### src/rtl/demux_route_fifo_pkg.sv
// Shared constants for the result-routing demux and its companion select mux.
package demux_route_fifo_pkg;
  localparam int   DATA_W    = 16;
  localparam int   NUM_PORTS = 2;
  localparam logic PORT_A    = 1'b0;
  localparam logic PORT_B    = 1'b1;
endpackage

### src/rtl/demux_route_fifo_sync_fifo.sv
// Single-clock FIFO with registered count; the head is always presented on rdata.
module sync_fifo
  import demux_route_fifo_pkg::*;
#(
  parameter int WIDTH = DATA_W,
  parameter int DEPTH = 2
) (
  input  logic             clk,
  input  logic             rst,
  input  logic             push,
  input  logic             pop,
  input  logic [WIDTH-1:0] wdata,
  output logic [WIDTH-1:0] rdata,
  output logic             empty,
  output logic             full
);
  localparam int PW = $clog2(DEPTH);
  localparam int CW = PW + 1;

  logic [DEPTH-1:0][WIDTH-1:0] mem_q;
  logic [PW-1:0]               wr_ptr_q, rd_ptr_q;
  logic [CW-1:0]               cnt_q, cnt_d;
  logic                        push_ok, pop_ok;

  // Guard here as well so a caller that ignores full/empty cannot corrupt state.
  assign push_ok = push & ~full;
  assign pop_ok  = pop & ~empty;
  assign empty   = (cnt_q == '0);
  assign full    = (cnt_q == CW'(DEPTH));
  assign rdata   = mem_q[rd_ptr_q];

  always_comb begin
    cnt_d = cnt_q;
    case ({push_ok, pop_ok})
      2'b10:   cnt_d = cnt_q + CW'(1);
      2'b01:   cnt_d = cnt_q - CW'(1);
      default: cnt_d = cnt_q;
    endcase
  end

  always_ff @(posedge clk or posedge rst) begin
    if (rst) begin
      mem_q    <= '0;
      wr_ptr_q <= '0;
      rd_ptr_q <= '0;
      cnt_q    <= '0;
    end else begin
      cnt_q <= cnt_d;
      if (push_ok) begin
        mem_q[wr_ptr_q] <= wdata;
        wr_ptr_q        <= wr_ptr_q + PW'(1);
      end
      if (pop_ok) rd_ptr_q <= rd_ptr_q + PW'(1);
    end
  end
endmodule

### src/rtl/demux_route_fifo.sv
// 1:2 valid/ready demux: steers the producer stream by sel into per-port FIFOs.
module demux_route_fifo
  import demux_route_fifo_pkg::*;
#(
  parameter int WIDTH = DATA_W,
  parameter int DEPTH = 2
) (
  input  logic             clk,
  input  logic             rst,
  input  logic [WIDTH-1:0] data_in,
  input  logic             sel,
  input  logic             in_valid,
  output logic             in_ready,
  output logic [WIDTH-1:0] data_out_A,
  output logic             out_valid_A,
  input  logic             out_ready_A,
  output logic [WIDTH-1:0] data_out_B,
  output logic             out_valid_B,
  input  logic             out_ready_B
);
  logic [NUM_PORTS-1:0]            push, pop, empty, full, out_rdy;
  logic [NUM_PORTS-1:0][WIDTH-1:0] rdata;

  // Ready looks only at registered fullness: a same-cycle pop never frees a slot.
  assign in_ready = ~full[sel];
  assign out_rdy  = {out_ready_B, out_ready_A};

  for (genvar p = 0; p < NUM_PORTS; p++) begin : g_port
    localparam logic PSEL = 1'(p);
    assign push[p] = in_valid & in_ready & (sel == PSEL);
    assign pop[p]  = out_rdy[p] & ~empty[p];

    sync_fifo #(.WIDTH(WIDTH), .DEPTH(DEPTH)) u_fifo (
      .clk   (clk),
      .rst   (rst),
      .push  (push[p]),
      .pop   (pop[p]),
      .wdata (data_in),
      .rdata (rdata[p]),
      .empty (empty[p]),
      .full  (full[p])
    );
  end

  assign data_out_A  = rdata[PORT_A];
  assign out_valid_A = ~empty[PORT_A];
  assign data_out_B  = rdata[PORT_B];
  assign out_valid_B = ~empty[PORT_B];
endmodule
### config.mk
export PLATFORM = sky130hd
export DESIGN_NAME = demux_route_fifo
export DESIGN_NICKNAME = d
export VERILOG_FILES = /design/src/rtl/demux_route_fifo_pkg.sv /design/src/rtl/demux_route_fifo_sync_fifo.sv /design/src/rtl/demux_route_fifo.sv
export SDC_FILE = /design/constraint.sdc
export NUM_CORES = 1
export LEC_CHECK = 0
export ABC_AREA = 1
export BUFFER_PORTS_ARGS = -buffer_cell sky130_fd_sc_hd__buf_2
export CORE_UTILIZATION = 35
export DETAILED_ROUTE_END_ITERATION = 16
export SLEW_MARGIN = 20
export SYNTH_ARGS = -nofsm -noshare
export SYNTH_HDL_FRONTEND = slang
export SYNTH_SLANG_ARGS = --single-unit
### constraint.sdc
create_clock -name clk -period 2.85 [get_ports clk]
set_input_delay 0.285 -clock clk [delete_from_list [all_inputs] [get_ports clk]]
set_output_delay 0.285 -clock clk [all_outputs]
set_load 0.05 [all_outputs]
Yosys cells after proc, flatten, opt, wreduce, memory -nomap -nowiden. Cells that the tools add are included.

Register bits after elaboration: 72. Bits in latches: 0. Bits in writable memories: 0. Memory bits (read-only): 0. Input bits: 22. Output and inout bits: 35. Word-level logic and storage cells: 66. Memories: 0.

$add $sub $neg: 8. $mul: 0. Divide/modulo/power cells: 0. Magnitude comparators: 7. Eq/ne operators: 6. Shifts and indexed selects: 0. Muxes and demuxes: 14. Bitwise operators: 15. Reduce and logical (&&, ||, !) cells: 6.

Operators by type and width (number): two-way mux 16 bit (6); bitwise mux 32 bit (2); demux 16 bit (select 1 bit) (2); < comparator 1 x 2 -> 1 bit, second input constant (5); bitwise AND 1 bit (9); == test 2 bit, second input constant (4); case mux 2 bit (2 select lines) (2); inverter 1 bit (6); adder 1 bit, second input constant (4); adder 2 x 1 -> 2 bit, second input constant (2); == test 2 x 1 -> 1 bit, second input constant (2); zero test 2 bit (2); nonzero test 2 bit (2); subtractor 2 x 1 -> 2 bit, second input constant (2); >= comparator 1 bit, second input constant (2); logical AND 1 bit (2); two-way mux 1 bit (2).

Depth between registers and ports, before layout. Gate-level depths: netlist (run 1).

Depth after elaboration: 9. Depth in mapped cells: 9. Gate-level depth less buffers: 9.

Cells and area by module. Synthesis (run 1) repeated with hierarchy kept, for this count alone.

Cell total of the unflattened synthesis: 463. Area total of the unflattened synthesis: 3642.2 µm².

By module, submodules not included: sync_fifo (times used 2, cells each 224, area an instance 1790.5 µm², sequential area each 900.9 µm²); demux_route_fifo (times used 1, cells each 15, area an instance 61.3 µm², sequential area each 0.0 µm²).

Worst setup path before layout (run 1). OpenSTA, ideal clock, no wires.

Path type: register to register. From: reg g_port[0].u_fifo.cnt_q[0]. To: reg g_port[0].u_fifo.cnt_q[1]. Setup time: 0.123 ns. Data arrival time: 1.626 ns. Required time: 2.727 ns. Slack: 1.101 ns. Cell stages (with the launch flop): 9. Path buffers: 0. Clock period less this slack: 1.749 ns. Cell sequence: dfrtp_1 > inv_1 > nand2_1 > nand2_1 > inv_1 > ha_1 > inv_1 > nand3_1 > xor2_1.

Elaborated cells on any way between the ends: 18. Those cells by class: add/sub (2); eq/ne (3); mux (3); bitwise (8); reduce/logical (2).

RTL lines: start, declared (line demux_route_fifo_sync_fifo.sv:22) `logic [CW-1:0] cnt_q, cnt_d;`; start signal, assigned (line demux_route_fifo_sync_fifo.sv:48) `cnt_q <= cnt_d;`; zero test 2 bit (*) (line demux_route_fifo_sync_fifo.sv:28) `assign empty = (cnt_q == '0);`; inverter 1 bit (*); via out_valid_A (line demux_route_fifo.sv:15) `output logic out_valid_A,`; bitwise AND 1 bit (line demux_route_fifo.sv:31) `assign pop[p] = out_rdy[p] & ~empty[p];`; bitwise AND 1 bit (*) (line demux_route_fifo_sync_fifo.sv:27) `assign pop_ok = pop & ~empty;`; via g_port[0].u_fifo.pop_ok (line demux_route_fifo_sync_fifo.sv:23) `logic push_ok, pop_ok;`; == test 2 x 1 -> 1 bit or == test 2 bit (tied branches) (line demux_route_fifo_sync_fifo.sv:34) `case ({push_ok, pop_ok})`; case mux 2 bit (2 select lines) or nonzero test 2 bit (tied branches).

Mark *: on every way through the listed nets, which the timed path passes. The rest lies on a longest branch. The select of a mux whose other input is x is not followed. A chain may end at the register's enable or synchronous reset.

Worst setup path after layout (run 1).
From: reg g_port[0].u_fifo.rd_ptr_q. To: out data_out_A[8].

Longest elaborated chain between the ends: 2.

Ends and longest elaborated chain: start, declared (line demux_route_fifo_sync_fifo.sv:21) `logic [PW-1:0] wr_ptr_q, rd_ptr_q;`; start signal, assigned (line demux_route_fifo_sync_fifo.sv:53) `if (pop_ok) rd_ptr_q <= rd_ptr_q + PW'(1);`; two-way mux 16 bit (not written as such) (2 in series) (line demux_route_fifo_sync_fifo.sv:30) `assign rdata = mem_q[rd_ptr_q];`; end, declared (line demux_route_fifo.sv:14) `output logic [WIDTH-1:0] data_out_A,`.

Every way passes these cells. The select of a mux whose other input is x is not followed.

==> results of run 1 <==
-- state kept, by name (all words and copies together) (netlist names) --
| name | cells |
|---|---|
| g_port.u_fifo.wr_ptr_q | 2 |
| g_port.u_fifo.rd_ptr_q | 2 |
| g_port.u_fifo.mem_q | 64 |
| g_port.u_fifo.cnt_q | 4 |
-- synth_stat cells --
cell type                    n  area share [%]
sky130_fd_sc_hd__clkinv_1    1            0.11
sky130_fd_sc_hd__buf_6       1            0.32
sky130_fd_sc_hd__nand4_2     4             1.4
sky130_fd_sc_hd__buf_2       9             1.3
sky130_fd_sc_hd__nand4_1    64              11
sky130_fd_sc_hd__clkbuf_1   11             1.2
sky130_fd_sc_hd__nand2_1   192              21
sky130_fd_sc_hd__xor2_1      3            0.75
sky130_fd_sc_hd__nand3_1     2            0.29
sky130_fd_sc_hd__inv_2       4            0.43
sky130_fd_sc_hd__xnor2_1     3            0.75
sky130_fd_sc_hd__mux2_2     16             5.2
sky130_fd_sc_hd__buf_4       8             1.7
sky130_fd_sc_hd__a21oi_2     1            0.25
sky130_fd_sc_hd__inv_1      10             1.1
sky130_fd_sc_hd__or2_2       1            0.18
sky130_fd_sc_hd__dfrtp_1    72              52
sky130_fd_sc_hd__a21oi_4     1            0.47
sky130_fd_sc_hd__ha_1        2            0.72
-- worst min-delay path: stages --
cell and delay, ns:
sky130_fd_sc_hd__buf_2 0.10, sky130_fd_sc_hd__inv_2 0.03, sky130_fd_sc_hd__buf_4 0.69
-- cell type report --
class	instances	area, sq um	share of cell area, %
Inverter	15	56.3	1.37
Sequential cell	72	1800	44.0
Timing Repair Buffer	63	333	8.13
Tap cell	133	166	4.06
Multi-Input combinational cell	289	1470	35.9
Clock inverter	6	130	3.18
Clock buffer	10	138	3.36
-- path summary, 6_finish.rpt --
path,endpoint,slack [ns],cells after the start
min in group clk,g_port[1].u_fifo.rd_ptr_q,0.22,3
max,data_out_A[8],0.68,2
min,g_port[1].u_fifo.mem_q[27],0.21,3
min reg2reg,g_port[0].u_fifo.mem_q[2],0.48,2
max reg2reg,g_port[1].u_fifo.mem_q[10],1.04,4
max in group asynchronous,g_port[1].u_fifo.mem_q[11],2.02,3
-- cells by family after synthesis --
kind of cell / share of synthesized area (%)
and+or+nand+nor: 34.1
DFF: 51.7
buffers and inverters: 6.14
muxes: 5.17
xor gates and xnor gates: 1.51
AOI/OAI and AO/OA: 0.718
adders and majority gates: 0.718
-- through the flow --
stage / setup WS, ns / hold WS [ns]
after floorplan: 0.740 / 0.429
after global placement: 1.06 / 0.458
after detailed placement: 1.04 / 0.460
after CTS: 0.673 / 0.208
after global routing: 0.626 / 0.212
final: 0.680 / 0.207
-- power by group --
group | internal, W | leakage, nW | total (W) | switching [W]
registers | 0.00150 | 0.893 | 0.00186 | 0.000359
clock network | 0.000691 | 0.136 | 0.00107 | 0.000383
logic | 0.000804 | 1.19 | 0.00297 | 0.00216
total | 0.00299 | 2.22 | 0.00590 | 0.00290
-- per-layer routing --
| layer | vias to the layer above | track usage (%) |
|---|---|---|
| met2 | 65 | 25.8 |
| li1 | 1429 | - |
| met4 | 0 | 7.13 |
| met1 | 1388 | 26.2 |
| met5 | - | 0 |
| met3 | 10 | 4.00 |
==> reports/summary.md, run 1 <==
The synthesized net count was 429. Setup violations remaining at the end of the flow were counted as 0. After the first detailed-routing iteration, the DRC count stood at 201. The max-capacitance violation count is 0, and the clock tree buffer depth is 2.

Sequential cells were found to cover 51.7% of the synthesized design area. Counting flops and latches in the post-synthesis netlist gives 72. The H-tree was split into 3 levels. The logs give 3900 um for the routed wire length on met2 and 1.88 ns for the worst endpoint data arrival time. Wire length after detailed routing: 8670 um.

For the pin with the worst max-slew slack, the measured transition is 0.939 ns. The latest clock arrival within the worst-skew pair came out at 0.35 ns. The library cells used most frequently in the layout, excluding fill and tap cells, are sky130_fd_sc_hd__nand2_1 (192), sky130_fd_sc_hd__dfrtp_1 (72), sky130_fd_sc_hd__nand4_1 (64). The logs give 0.00349 sq mm for the post-synthesis cell area and 0 for the setup fix buffers added after clock tree synthesis. After detailed routing, the number of vias per cell comes to 4.92.

Cells fill 42.1% of the core in the end. The tools report the leftover overflow at the end of global routing as 0. Setup repair after global routing left no endpoint under its margin. In the final routed layout, each cell accounts on average for 14.7 um. The root buffer cell chosen for the clock tree is sky130_fd_sc_hd__clkbuf_8. TritonCTS built the clock tree.

Fill cells in the final layout number 992. Routability-driven placement finished with a final weighted congestion of 0.720. The leading cell type in the layout, fill and taps excluded is sky130_fd_sc_hd__nand2_1.

In this design, the stage delay of the slowest critical-path cell is 0.88 ns. Top routing layer in use: met4. The number of pins with negative max-slew slack in the final report is 0. In the detailed route, the total length drawn on met3 is 410 um. The classification of the worst-slack hold path was input port to asynchronous set/reset pin. The floorplan step set the die height to 102 um. On the critical path the largest part of the delay comes from flip-flops. The number of hold buffers added after CTS was 0. In the final routing, the length of wire on met1 measures 4230 um. The core box area was 0.00973 sq mm; the number of buffer and inverter stages on the critical path was 1. Summing over every cut layer, the via total after detailed routing is 2892. The tools report the critical path startpoint category as a register.

The floorplan step set the die width to 102 um. Once the floorplan was initialized, standard cells occupied 35.8% of the core. The repair_antennas step left the layout with diodes totalling 0.

The tools report the via count of the first global-routing pass as 2774. Compared with the post-synthesis result, the final layout area differs by 17.5%. Power comes to 0.00590 W.

The wire length of the first global-routing pass was 14200 um; the upper clock frequency limit was 461 MHz. The relative slew slack was 37.4%; the reported leakage power was 2.22 nW. The flow ran to the end, and the final reports show no timing, DRC or antenna violations.

Synthesis handed over a netlist of 405 instances. Synthesis instantiated 19 different standard cells from the library. The count of clock tree sinks was 72; the global-route total usage across every layer was 18.0%. The worst setup skew after layout is 0.00630 ns, and the sum of negative setup slack is 0 ns. For the final instance count without filler cells, the log shows 588. Power spread over the standard cell area amounts to 1440 mW/mm^2. The largest vdd supply drop is 0.470 mV.

The slowest stage of the critical path belongs to the cell sky130_fd_sc_hd__dfrtp_1. Final design area excluding fillers: 0.00410 sq mm. At the end of the flow, the number of nets in the layout was 474. Clock-pin slew was measured on the worst setup and hold paths at 0.07 ns.

Counting the buffers created by CTS gives 9. In this run the core area contains 36 standard-cell rows. The period utilization is 76.1%.

STA classifies the critical path endpoint as an output port. The synthesis warning total is 0, and the clock period minus worst slack is 2.17 ns. For the post-place instance area, the log shows 0.00383 sq mm.

The worst register-to-register path begins at g_port[1].u_fifo.wr_ptr_q. Of the cells placed in the final design, the portion with a size suffix greater than 1 is 23.5%. Class of the most critical setup path: register to output port. The tools report the critical path required time as 2.57 ns. Traced cell by cell, the critical path runs through mux2_2 > buf_2. The run gives 57 as the boundary pin count. The worst setup path startpoint is g_port[0].u_fifo.rd_ptr_q. The number of nets with antenna violations after detailed routing was 0.

The average instance in the mapped netlist occupies 8.61 sq um. In this run, post-CTS repair resized a total of 0 instances. In this run the tool buffered the top-level ports with 56 buffer cells. Before antenna repair, the detailed router went through 4 iterations. Detailed placement ended at an HPWL of 5530 um. The number of antenna violations at the first check in global routing was 0; the highest net fanout along the worst path was 17. The post-detailed-route DRC marker count is 0, and the area enclosed by the die boundary is 0.0104 sq mm.

The post-placement cell count is 572. The logs give 73 for the largest net degree at the start of global routing and 0 for the number of hold violations in the final report.
Power figures use the tool's default switching activity.
==> run 2, diff against run 1 <==
==> constraint.sdc (replaced) <==
create_clock -name clk -period 2.1 [get_ports clk]
set_input_delay 0.21 -clock clk [delete_from_list [all_inputs] [get_ports clk]]
set_output_delay 0.21 -clock clk [all_outputs]
set_load 0.05 [all_outputs]
==> run 2 against run 1 <==
Effect of this change: critical path type unchanged; core utilization increased by 0.28 points; global-route usage increased by 0.88 points; largest cell class unchanged; register-to-register slack got worse by 0.42 ns; count of clock-buffer cells in the layout unchanged; largest power group unchanged; first-iteration DRC count increased by 8.5%; highest routed layer unchanged; cell area increased by 0.67%; sequential share of layout area decreased by 0.29 points; clock power increased by 17%; clock skew increased by 0.0055 ns.
==> reports/summary.md, run 2 (synthesized netlist as in run 1, its figures left out) <==
The register cell area after layout was 0.00180 sq mm (unchanged). The post-placement setup slack was 0.610 ns (-0.428 ns). The largest registers in the layout are g_port.u_fifo.mem_q: 64 flops, g_port.u_fifo.cnt_q: 4 flops. The final design area excluding fillers is 0.00412 sq mm (+0.67%), and the number of antenna violations at the first check in global routing is 0 (unchanged). The relative area change from synthesis to final layout came out at 18.3%. The starting utilization of the core area is 35.8% (unchanged). The pin slew with the least headroom to its limit works out to 0.550 ns (-0.389 ns). The critical path's slowest cell was sky130_fd_sc_hd__dfrtp_1.

The starting DRC count in detailed routing was 218 (+8.5%). The half-perimeter wire length of the detailed placement result is 5950 um (+7.6%). Wire length of the first global-routing pass: 14700 um (+3.9%).

The cell sitting at the root of the clock tree is a sky130_fd_sc_hd__clkbuf_8. The latest clock arrival within the worst-skew pair was 0.34 ns (about the same). The sum of negative setup slack came out at 0 ns (unchanged). The leading cell type in the layout, fill and taps excluded is sky130_fd_sc_hd__nand2_1. Number of hold violations in the final report: 0 (unchanged).

For the worst endpoint data arrival time, the log shows 1.62 ns (-0.26 ns). The highest net fanout along the worst path is 15 (-2), and the slack of the critical path is 0.273 ns (-0.407 ns). The logs give 0.00147 sq mm (unchanged) for the area used by multi-input combinational logic and 2930 (+1.3%) for the total vias in the final route. Number of flip-flops under the largest register name: 64 (unchanged).

Number of nets with antenna violations after detailed routing: 0 (unchanged). The tools report the global placement routability congestion as 0.740 (+2.8%). The logs give 57 (unchanged) for the boundary pin count and 578 (+1.0%) for the post-placement cell count.

The wire length after detailed routing is 8780 um (+1.4%), and the final core utilization is 42.4% (+0.28 points). Traced cell by cell, the critical path runs through buf_4 > mux2_2 > buf_2. Of the available clock period, the critical path in the final layout requires 87.0%. The core box area was 0.00973 sq mm (unchanged). For the row count, the log shows 36 (unchanged).

The logs give 0 (unchanged) for the number of pins with negative max-slew slack in the final report and 2853 (+2.8%) for the via count of the first global-routing pass. TritonCTS built the clock tree. The number of port buffers works out to 56 (unchanged). Setup repair after global routing left no endpoint under its margin.

The cell depth of the worst flop-to-flop path is 8 (+4), and the clock transition at the register clock pins on the worst setup and hold paths after CTS is 0.08 ns (about the same). The top cell types in the final layout, fill and taps aside, are sky130_fd_sc_hd__nand2_1 (192), sky130_fd_sc_hd__dfrtp_1 (72), sky130_fd_sc_hd__nand4_1 (64). The flow ran to the end, and the final reports show no timing, DRC or antenna violations. The logs give 1004 (+1.2%) for the number of fillers in the final layout and 547 MHz for the upper clock frequency limit. The fraction of final layout cells with drive strength greater than 1 is 24.5% (+0.94 points). The run gives 63.3% (+26 points) as the relative slew slack. The run gives 0 (unchanged) as the max-capacitance violation count. The final instance count without filler cells was 595 (+1.2%); the post-detailed-route DRC marker count was 0 (unchanged). The width of the die is 102 um (unchanged), and the diode insertion count for antenna repair is 0 (unchanged). The highest cell delay on the worst timing path was 0.39 ns (-0.49 ns). The global-route total usage across every layer is 18.9% (+0.88 points). The tools report the count of final setup violators as 0 (unchanged).

The ratio of total power to cell area was 1900 mW/mm^2 (+32%); the setup fix buffers added after clock tree synthesis was 0 (unchanged). The worst setup path is captured at an output port. The worst setup skew after layout came out at 0.0118 ns (+0.00547 ns). The number of CTS-inserted buffers was 9 (unchanged); the area enclosed by the die boundary was 0.0104 sq mm (unchanged).

For the post-place instance area, the log shows 0.00388 sq mm (+1.5%). STA classifies the critical path startpoint as a register. Ranked by flip-flop count, first place goes to g_port.u_fifo.mem_q.

The routed via count divided by cell count came out at 4.92 (+0.12%). The worst path needs 1.83 ns of the cycle, external delays included. The critical path required time was 1.89 ns (-0.68 ns); the largest net degree at the start of global routing was 39 (-47%).

The logs give 4 (unchanged) for the number of search-and-repair iterations in the first detailed-routing pass and 0.711 mV (+51%) for the largest vdd supply drop. Classification of the worst-slack hold path: input port to register. The run gives 3 (unchanged) as the level count of the clock H-tree.

The tools report the post-cts sizing count as 0 (unchanged). The critical path is of the register to output port type. The die height is 102 um (unchanged). For the quantity of hold-fixing buffers added after cts, the log shows 1 (+1).

The run gives 72 (unchanged) as the count of clock tree sinks. The clock tree buffer depth was 2 (unchanged). The average wire per standard cell works out to 14.8 um (+0.17%).

The reported leakage power is 2.24 nW (+0.62%), and the count of nets after finishing is 481 (+1.5%). The leftover overflow at the end of global routing is 0 (unchanged). Counting instances, the worst hold path has a depth of 3.
run 2: worst max-delay path: cells and delay by family, from the launching register on:
kind                   cells  cell delay (ns)
multiplexers               1             0.39
buffers and inverters      2             0.48
flip-flops                 1             0.39
run 2: area by class of cell:
type	instances	area share, %
multi-input cells	289	35.7
well taps	133	4.04
inverters	15	1.37
flip-flops and latches	72	43.7
clock buffers	10	3.34
repair buffers	70	9.71
clock inverters	6	2.19
run 2: routing by layer:
layer | vias to the layer above | global-route usage (%) | wire length, um
met3 | 8 | 2.55 | 374
li1 | 1452 | - | -
met5 | - | 0 | 0
met1 | 1395 | 26.9 | 4230
met4 | 0 | 6.69 | 93
met2 | 75 | 29.5 | 4080
run 2: report_power, final:
| part | switching (W) | leakage (nW) | internal (W) |
|---|---|---|---|
| combinational | 0.00304 | 1.23 | 0.00113 |
| clock | 0.000542 | 0.113 | 0.000705 |
| sequential | 0.000376 | 0.893 | 0.00204 |
| total | 0.00396 | 2.24 | 0.00387 |
run 2: path summary, 6_finish.rpt:
kind / to / slack, ns / start
worst max-delay path: data_out_A[9] / 0.27 / g_port[0].u_fifo.rd_ptr_q
worst min-delay path: g_port[0].u_fifo.rd_ptr_q / 0.15 / out_ready_A
worst max register to register: g_port[1].u_fifo.cnt_q[1] / 0.62 / g_port[1].u_fifo.cnt_q[0]
worst min register to register: g_port[0].u_fifo.mem_q[31] / 0.48 / g_port[0].u_fifo.mem_q[31]
max in group asynchronous: g_port[1].u_fifo.mem_q[30] / 1.03 / rst
min in group asynchronous: g_port[1].u_fifo.cnt_q[1] / 0.45 / rst
run 2: per-stage QoR:
step / hold slack [ns] / power [W]
2_1_floorplan: 0.354 / 0.00571
3_3_place_gp: 0.296 / 0.00657
3_5_place_dp: 0.291 / 0.00663
4_1_cts: 0.141 / 0.00790
5_1_grt: 0.146 / 0.00841
6_report: 0.152 / 0.00783
==> run 3, diff against run 2 <==
--- a/config.mk
+++ b/config.mk
@@ -7,8 +7,9 @@
 export LEC_CHECK = 0
 export ABC_AREA = 1
 export BUFFER_PORTS_ARGS = -buffer_cell sky130_fd_sc_hd__buf_2
-export CORE_UTILIZATION = 35
+export CORE_UTILIZATION = 45
 export DETAILED_ROUTE_END_ITERATION = 16
+export PLACE_DENSITY = 0.66
 export SLEW_MARGIN = 20
 export SYNTH_ARGS = -nofsm -noshare
 export SYNTH_HDL_FRONTEND = slang
==> run 3 against run 2 <==
Effect of this change: sequential power about the same; fmax decreased by 1.6%; clock skew decreased by 0.0032 ns; first-iteration DRC count increased by 5.5%; critical endpoint is now in_ready; largest cell class unchanged; largest power group unchanged.
==> reports/summary.md, run 3 (synthesized netlist as in run 1, its figures left out) <==
The number of hold violations in the final report is 0 (unchanged). The critical path required time is 1.89 ns (about the same). The wire length of the first global-routing pass came out at 14400 um (-1.9%). The starting DRC count in detailed routing was 230 (+5.5%). The endpoint identified for the worst register-to-register timing path is g_port[1].u_fifo.mem_q[18]. The path with the worst hold slack has its endpoint at g_port[1].u_fifo.mem_q[19]. The critical path startpoint category was a register.

The area enclosed by the die boundary is 0.00810 sq mm (-22%), and the count of nets after finishing is 481 (unchanged). Worst setup skew after layout: 0.00860 ns (-0.00318 ns). For the relative slew slack, the log shows 54.9% (-8.4 points).

Diode insertion count for antenna repair: 0 (unchanged). The leftover overflow at the end of global routing is 0 (unchanged). The clock tree buffer depth came out at 2 (unchanged).

The clock period minus worst slack was 1.86 ns (+0.0304 ns). For the number of antenna violations at the first check in global routing, the log shows 0 (unchanged). The largest vdd supply drop was 0.939 mV (+32%). In the layout the commonest cells are sky130_fd_sc_hd__nand2_1 (192), sky130_fd_sc_hd__dfrtp_1 (72), sky130_fd_sc_hd__nand4_1 (64).

The latest clock arrival within the worst-skew pair came out at 0.33 ns (about the same). For the reported leakage power, the log shows 2.20 nW (-1.5%). Ranked by flip-flop count, first place goes to g_port.u_fifo.mem_q. The routed via count divided by cell count was 5.27 (+7.0%); the max-capacitance violation count was 0 (unchanged). The global-route total usage across every layer was 22.5% (+3.6 points). Class of the most critical setup path: register to output port.

The run gives 0.00401 sq mm (-2.8%) as the final design area excluding fillers. Setup repair after global routing left no endpoint under its margin. The period utilization is 88.4% (+1.4 points), and the die height is 90.0 um (-12%). For the boundary pin count, the log shows 57 (unchanged).

The number of search-and-repair iterations in the first detailed-routing pass was 4 (unchanged); the row count was 31 (-14%). The post-place instance area is 0.00384 sq mm (-1.1%). Compared with the post-synthesis result, the final layout area differs by 14.9%. The leading cell type in the layout, fill and taps excluded is sky130_fd_sc_hd__nand2_1. The total vias in the final route was 2945 (+0.51%); the number of flip-flops under the largest register name was 64 (unchanged). The ratio of total power to cell area was 1870 mW/mm^2 (-1.4%). The average wire per standard cell is 15.1 um (+2.6%).

The largest net degree at the start of global routing came out at 39 (unchanged). The via count of the first global-routing pass is 2903 (+1.8%), and the post-cts sizing count is 0 (unchanged). The clock tree root driver cell was sky130_fd_sc_hd__clkbuf_8. The post-route worst hold slack is 0.164 ns (+0.0120 ns), and the pin slew with the least headroom to its limit is 0.675 ns (+0.125 ns).

Number of CTS-inserted buffers: 9 (unchanged). The core box area was 0.00737 sq mm (-24%). The worst setup path is captured at an output port. The largest registers in the layout are g_port.u_fifo.mem_q: 64 flops, g_port.u_fifo.cnt_q: 4 flops.

The number of pins with negative max-slew slack in the final report was 0 (unchanged); the clock transition at the register clock pins on the worst setup and hold paths after CTS was 0.07 ns (about the same). The number of nets with antenna violations after detailed routing was 0 (unchanged). For the wire length after detailed routing, the log shows 8460 um (-3.7%). The cell depth of the worst flop-to-flop path is 4 (-4). The setup slack of the most critical reg-to-reg path is 0.63 ns (about the same). The count of final setup violators is 0 (unchanged). The min-delay analysis places its worst path in the category input port to register. The tools report the register cell area after layout as 0.00180 sq mm (unchanged). The tools report the source of the worst register-to-register timing path as g_port[1].u_fifo.wr_ptr_q. The run finished with clean final reports.

For the post-detailed-route DRC marker count, the log shows 0 (unchanged). The number of fillers in the final layout was 694 (-31%). The global placement routability congestion was 0.779 (+5.3%).

The width of the die came out at 90.0 um (-12%). Post-placement setup slack: 0.590 ns (-0.0204 ns). The number of cells on the worst hold path came out at 3 (unchanged). The count of clock tree sinks is 72 (unchanged).

The startpoint identified for the worst hold timing path is data_in[3]. The run gives 3 (unchanged) as the level count of the clock H-tree. Slack of the critical path: 0.243 ns (-0.0304 ns). Worst setup path startpoint: g_port[0].u_fifo.cnt_q[0].

The area used by multi-input combinational logic is 0.00147 sq mm (unchanged). Half-perimeter wire length of the detailed placement result: 5540 um (-6.9%). The number of port buffers was 56 (unchanged); the upper clock frequency limit was 538 MHz (-1.6%). The highest net fanout along the worst path is 15 (unchanged), and the worst endpoint data arrival time is 1.65 ns (+0.03 ns).

For the sum of negative setup slack, the log shows 0 ns (unchanged). For the starting utilization of the core area, the log shows 47.3% (+11 points). TritonCTS built the clock tree. The fraction of final layout cells with drive strength greater than 1 is 23.5% (-0.98 points).
==> run 3: changes by cell type in the layout (fill, tap and decap cells not counted), sizes merged <==
cell      before  now
clkinv         3    2
clkinvlp       1    0
bufinv         2    0
clkbuf        10   13
inv           15   14
==> run 3: how the worst max path moves through the flow <==
stage	end
3_5_place_dp	g_port[1].u_fifo.mem_q[26]
6_report	in_ready
2_1_floorplan	g_port[0].u_fifo.cnt_q[0]
3_3_place_gp	in_ready
4_1_cts	in_ready
5_1_grt	data_out_B[6]
==> run 3: metal layers <==
metal  share of wire (%)  global-route usage (%)  vias up  routed length (um)
met4                0.65                    5.78        0                  55
met1                  50                    32.1     1406                4200
met3                 5.1                    4.82        6                 432
met2                  45                    34.8       82                3780
met5                   0                       0        -                   0
li1                    -                       -     1451                   -
==> run 3: through the flow <==
step           std cells  power (W)  utilization, %
6_report             559    0.00750            54.4
5_1_grt              559    0.00802            54.4
4_1_cts              559    0.00755            54.4
3_5_place_dp         544    0.00661            52.1
3_3_place_gp         544    0.00654            52.1
2_1_floorplan        405    0.00571               -
==> run 3: area by class of cell <==
cell class | count | area share [%]
clock buffer | 13 | 3.72
clock inverter | 1 | 0.125
inverter | 15 | 1.41
multi-input combinational | 289 | 36.7
sequential | 72 | 45.0
tap | 99 | 3.09
timing repair buffer | 70 | 9.99
==> run 3: repair_timing <==
action | CTS | global route
hold buffers | 1 | 0
endpoints found under the hold margin | 17 | 0
buffers inserted | 0 | 0
==> run 3: critical path, cell delays in order, from the launching register on <==
cell and delay (ns):
sky130_fd_sc_hd__dfrtp_1 0.41, sky130_fd_sc_hd__inv_1 0.13, sky130_fd_sc_hd__a21oi_2 0.08, sky130_fd_sc_hd__buf_4 0.19, sky130_fd_sc_hd__or2_2 0.30, sky130_fd_sc_hd__buf_2 0.21
==> run 3: power breakdown <==
part / total, W / internal (W) / switching [W]
Sequential: 0.00240 / 0.00204 / 0.000358
Clock: 0.000916 / 0.000448 / 0.000468
Combinational: 0.00419 / 0.00113 / 0.00305
